--- src/rtl/bp_cce_uncached_msg.sv ---
// Uncached-mode CCE message engine: turns LCE uncached requests into memory commands
// and the matching memory responses into LCE data / store-done commands, one at a time.
module bp_cce_uncached_msg #(
    parameter int unsigned paddr_width_p  = 40,
    parameter int unsigned lce_id_width_p = 4,
    parameter int unsigned cce_id_width_p = 4,
    parameter int unsigned data_width_p   = 64
) (
    input  logic                      clk_i,
    input  logic                      reset_i,
    input  logic [cce_id_width_p-1:0] cce_id_i,

    input  logic                      lce_req_v_i,
    output logic                      lce_req_yumi_o,
    input  logic [1:0]                lce_req_type_i,
    input  logic [lce_id_width_p-1:0] lce_req_src_i,
    input  logic [paddr_width_p-1:0]  lce_req_addr_i,
    input  logic [1:0]                lce_req_size_i,
    input  logic [data_width_p-1:0]   lce_req_data_i,

    output logic                      mem_cmd_v_o,
    input  logic                      mem_cmd_ready_i,
    output logic                      mem_cmd_type_o,
    output logic [paddr_width_p-1:0]  mem_cmd_addr_o,
    output logic [1:0]                mem_cmd_size_o,
    output logic [lce_id_width_p-1:0] mem_cmd_lce_o,
    output logic [data_width_p-1:0]   mem_cmd_data_o,

    input  logic                      mem_resp_v_i,
    output logic                      mem_resp_yumi_o,
    input  logic                      mem_resp_type_i,
    input  logic [paddr_width_p-1:0]  mem_resp_addr_i,
    input  logic [lce_id_width_p-1:0] mem_resp_lce_i,
    input  logic [data_width_p-1:0]   mem_resp_data_i,

    output logic                      lce_cmd_v_o,
    input  logic                      lce_cmd_ready_i,
    output logic [3:0]                lce_cmd_type_o,
    output logic [lce_id_width_p-1:0] lce_cmd_dst_o,
    output logic [cce_id_width_p-1:0] lce_cmd_src_o,
    output logic [paddr_width_p-1:0]  lce_cmd_addr_o,
    output logic [data_width_p-1:0]   lce_cmd_data_o,

    output logic                      outstanding_o
);

    localparam logic [3:0] lce_cmd_uc_data    = 4'd5;
    localparam logic [3:0] lce_cmd_uc_st_done = 4'd6;

    typedef enum logic [0:0] {
        e_ready     = 1'b0,
        e_wait_resp = 1'b1
    } state_e;

    state_e state_r;

    // Cached and uncached flavours of a request map to the same memory op, so only bit 0 matters.
    logic unused_req_type_hi;
    assign unused_req_type_hi = lce_req_type_i[1];

    // Handshakes and command fields; everything is forced idle while reset is held.
    always_comb begin
        lce_req_yumi_o  = 1'b0;
        mem_cmd_v_o     = 1'b0;
        mem_cmd_type_o  = 1'b0;
        mem_cmd_addr_o  = '0;
        mem_cmd_size_o  = 2'b00;
        mem_cmd_lce_o   = '0;
        mem_cmd_data_o  = '0;
        mem_resp_yumi_o = 1'b0;
        lce_cmd_v_o     = 1'b0;
        lce_cmd_type_o  = 4'd0;
        lce_cmd_dst_o   = '0;
        lce_cmd_src_o   = '0;
        lce_cmd_addr_o  = '0;
        lce_cmd_data_o  = '0;

        if (!reset_i) begin
            unique case (state_r)
                e_ready: begin
                    mem_cmd_v_o    = lce_req_v_i;
                    lce_req_yumi_o = lce_req_v_i & mem_cmd_ready_i;
                    if (lce_req_v_i) begin
                        mem_cmd_type_o = lce_req_type_i[0];
                        mem_cmd_addr_o = lce_req_addr_i;
                        mem_cmd_size_o = lce_req_size_i;
                        mem_cmd_lce_o  = lce_req_src_i;
                        mem_cmd_data_o = lce_req_data_i;
                    end
                end
                e_wait_resp: begin
                    lce_cmd_v_o     = mem_resp_v_i;
                    mem_resp_yumi_o = mem_resp_v_i & lce_cmd_ready_i;
                    if (mem_resp_v_i) begin
                        lce_cmd_type_o = mem_resp_type_i ? lce_cmd_uc_st_done : lce_cmd_uc_data;
                        lce_cmd_dst_o  = mem_resp_lce_i;
                        lce_cmd_src_o  = cce_id_i;
                        lce_cmd_addr_o = mem_resp_addr_i;
                        lce_cmd_data_o = mem_resp_type_i ? '0 : mem_resp_data_i;
                    end
                end
                default: ;
            endcase
        end
    end

    // Single transaction in flight: advance only on the consuming handshake of each phase.
    always_ff @(posedge clk_i or posedge reset_i) begin
        if (reset_i) begin
            state_r <= e_ready;
        end else begin
            unique case (state_r)
                e_ready:     if (lce_req_yumi_o)  state_r <= e_wait_resp;
                e_wait_resp: if (mem_resp_yumi_o) state_r <= e_ready;
                default:     state_r <= e_ready;
            endcase
        end
    end

    assign outstanding_o = (state_r == e_wait_resp);

endmodule

--- config.mk ---
export PLATFORM = sky130hd
export DESIGN_NAME = bp_cce_uncached_msg
export DESIGN_NICKNAME = d
export VERILOG_FILES = /design/src/rtl/bp_cce_uncached_msg.sv
export SDC_FILE = /design/constraint.sdc
export NUM_CORES = 1
export LEC_CHECK = 0
export CORE_AREA = 4 4 179 181
export DETAILED_ROUTE_END_ITERATION = 7
export DIE_AREA = 0 0 183 185
export DONT_BUFFER_PORTS = 1
export PLACE_DENSITY_LB_ADDON = 0.2
export SLEW_MARGIN = 25
export SYNTH_ARGS = -nofsm -noshare
export SYNTH_HDL_FRONTEND = slang
export SYNTH_SLANG_ARGS = --single-unit
--- constraint.sdc ---
create_clock -name clk_i -period 1.73 [get_ports clk_i]
set_input_delay 0 -clock clk_i [delete_from_list [all_inputs] [get_ports clk_i]]
set_output_delay 0 -clock clk_i [all_outputs]
set_load 0.05 [all_outputs]
# Yosys cells after proc, flatten, opt, wreduce, memory -nomap -nowiden
# Cells that the tools add are included.
# classes
n_addsub,0
n_mul,0
div,0
magnitude_cmp,0
n_eq_ne,0
shifts,0
mux,43
bitwise_logic,3
reduce_logical,0
# op_table
operator,n
$mux W64,7
$mux W40,6
$mux W4,9
$mux W1,13
$mux W3,3
$mux W2,4
$and A1 B1 Y1,2
$pmux W1 S2,1
$not A1 Y1,1
# totals
register_bits,1
latchBits,0
mem_bits_rw,0
romBits,0
input_bits,231
output_inout_bits,232
mem_count,0

# Longest topological paths before layout
# logic_depth
word_depth,5
ltp_mapped,4
mapped_depth_nobuf,2

# Least setup slack after synthesis
# OpenSTA, ideal clock, no wires.
# synth_path
path_kind,flip-flop to output port
start,register state_r (netlist: outstanding_o)
end,output port mem_cmd_data_o[62]
arrival_time_ns,2.206
path_slack_ns,-0.476
path_stages_with_launch,2
path_buffers,0
path_cell_list,dfrtp_1 -> nor4bb_1
# synth_between
elab_chain_len,2
# synth_lines
item,line_no,text
from (decl),55,state_e state_r;
from (signal assigned),110,state_r <= e_ready;
from (signal assigned),113,e_ready: if (lce_req_yumi_o) state_r <= e_wait_resp;
from (signal assigned),114,e_wait_resp: if (mem_resp_yumi_o) state_r <= e_ready;
$mux W64,79,unique case (state_r)
$mux W64,78,if (!reset_i) begin
to (decl),27,"output logic [data_width_p-1:0] mem_cmd_data_o,"
# No other way between the ends.

# Worst setup path in the final report
# layout_path
start,register state_r (netlist: outstanding_o)
end,output port mem_cmd_addr_o[6]
# layout_between
elab_chain_len,2
# layout_lines
item,line_no,text
$mux W40,79,
$mux W40,78,
to (decl),24,"output logic [paddr_width_p-1:0] mem_cmd_addr_o,"
# No other way between the ends.

==> impl_metrics.tcl <==
set metrics [dict create \
    status "finished clean" \
    initial_core_util_pct 5.53 \
    timing.fmax_ghz 0.610 \
    grt_pass1_wl_um 16600 \
    start_kind "flop" \
    netlist_area_mm2 0.00168 \
    clk_latency_ns 0 \
    synthesis.nets 492 \
    rsz0062_at_grt "false" \
    async_reset_ff_share_pct 100 \
    vias_per_cell 2.84 \
    drc 0 \
    synthTopCellsByCount "and2_1 (225), clkbuf_2 (12), buf_4 (6), buf_6 (5), clkbuf_1 (3)" \
    syn_to_final_growth_pct 242 \
    rows 64 \
    cp.required_ns 1.73 \
    worstSetupEndpointType "primary output" \
    synth_top_area_share_pct 83.6 \
    nNetsFinal 688 \
    hold_path_class "input port to flop" \
    die_y_um 185 \
    routabilityCongestion 0.733 \
    drtPass1Iterations 4 \
    die_width_um 183 \
    grt_max_degree 65 \
    finalCritPeriodShare_pct 94.8 \
    clk_pin_slew_ns 0 \
    cts_setup_buffers 0 \
    grt-ovfl-total 0 \
    synth-edff-count 0 \
    synth_seq_area_share_pct 1.49 \
    track_usage_pct 6.39 \
    synth_cell_types 14 \
    antenna_found_initial 7 \
    vias 2428 \
    cp_data_arrival_time_ns 1.64 \
    period_minus_slack_ns 1.64 \
    stdcell_count 855 \
    portBuffers 0 \
    dieArea_mm2 0.0339 \
    core_mm2 0.0304 \
    grt_pass1_vias 2447 \
    hold_viol 0 \
    power.density_mw_per_mm2 368 \
    postPlaceCellArea_mm2 0.00574 \
    fin_skew_ns 0 \
    largest_register_ffs 1 \
    final_area_mm2 0.00576 \
    place.detailed.hpwl_um 12300 \
    synth_most_common_cell "and2_1" \
    drt_wl_total_um 13100 \
    yosys_warnings 0 \
    synth_top_cell_by_area "and2_1" \
    synth_ff_type "dfrtp_1" \
    routedWlPerCell_um 15.3 \
    p_leak_nw 2.39 \
    synth_area_leaders "and2_1 (84%), clkbuf_2 (3.6%), buf_6 (3.3%), buf_4 (2.7%), dfrtp_1 (1.5%)" \
    pin_count 463 \
    drt_iter0_drc 37 \
    hold_ws_ns 0.120 \
    drv_cap 0 \
    syn_avg_cell_area_um2 6.45 \
    ir_drop_v 0.000112 \
    crit_fanout 18 \
    ant_nets 0 \
    ys_seq_elements 1 \
    setup_viol 0 \
    maxSlewViolCount 0 \
    drive_above_1_share_pct 53.4 \
    crit_type "flop to primary output" \
    postSynthCellCount 261 \
    dpl.cell_count 850 \
]
==> layout make-up <==
cell class | count | area [um^2]
fillers | 3340 | 24700
repair buffers | 221 | 3700
multi-input cells | 232 | 1520
well taps | 396 | 495
flip-flops and latches | 1 | 26.3
diodes | 4 | 10.0
inverters | 1 | 3.75
==> what timing repair did <==
item	CTS	global route
resized for setup	0	0
hold buffers	1	0
endpoints found under the hold margin	1	0
==> cell families (layout without fill, tap and decap cells) <==
group	Yosys count	in the layout	share of synthesized area, %
AND/OR/NAND/NOR	230	230	87.0
buffers and inverters	28	222	10.8
other	1	5	0.223
AO/OA/AOI/OAI	1	1	0.521
flip-flops	1	1	1.49
==> power breakdown <==
group | switching [mW] | total, mW | internal [mW]
Combinational | 1.23 | 2.09 | 0.853
Clock | 0 | 0.000000310 | 0.000000310
Sequential | 0.00293 | 0.0334 | 0.0305
Total | 1.23 | 2.12 | 0.884
==> critical path, cell delays in order (launching register included) <==
cell and delay, ns:
dfrtp_2 0.38, buf_4 0.21, nor3b_4 0.27, buf_12 0.18, buf_4 0.18, and2_1 0.24, buf_12 0.16
==> path summary, 6_finish.rpt <==
path	slack [ns]	startpoint	cells past startpoint	endpoint
min in group asynchronous	0.33	reset_i	2	outstanding_o
max in group asynchronous	1.30	reset_i	2	outstanding_o
worst max-delay path	0.09	outstanding_o	6	mem_cmd_addr_o[6]
worst min-delay path	0.12	lce_cmd_ready_i	1	outstanding_o
worst min register to register	0.84	outstanding_o	2	outstanding_o
worst max register to register	0.33	outstanding_o	4	outstanding_o
==> routing by layer <==
metal	up-vias	routed length (um)	GRT usage (%)
met2	267	7470	13.3
met3	8	1800	2.38
met4	2	98	0.507
met5	-	13	0
li1	1156	-	-
met1	995	3720	6.11
==> cell usage in the layout, fill, tap and decap left out <==
master / count
a2bb2oi_1: 1
and2_1: 207
and2_2: 18
and3b_1: 1
and3b_2: 1
buf_12: 163
buf_4: 56
buf_6: 1
conb_1: 1
dfrtp_2: 1
diode_2: 4
dlygate4sd3_1: 1
inv_1: 1
nor3b_4: 1
nor4bb_2: 1
nor4bb_4: 1
==> through the flow <==
stage                     total power [mW]  util (%)  setup slack (ns)  setup TNS [ns]
after floorplan                       1.21         -             0.143               0
after global placement                2.15      18.8            -0.233          -12.47
after detailed placement              2.14      18.9            0.0641               0
after CTS                             2.15      18.9            0.0481               0
after global routing                  2.19      18.9            0.0112               0
final                                 2.12      18.9            0.0899               0
(Power assumes the default switching activity.)
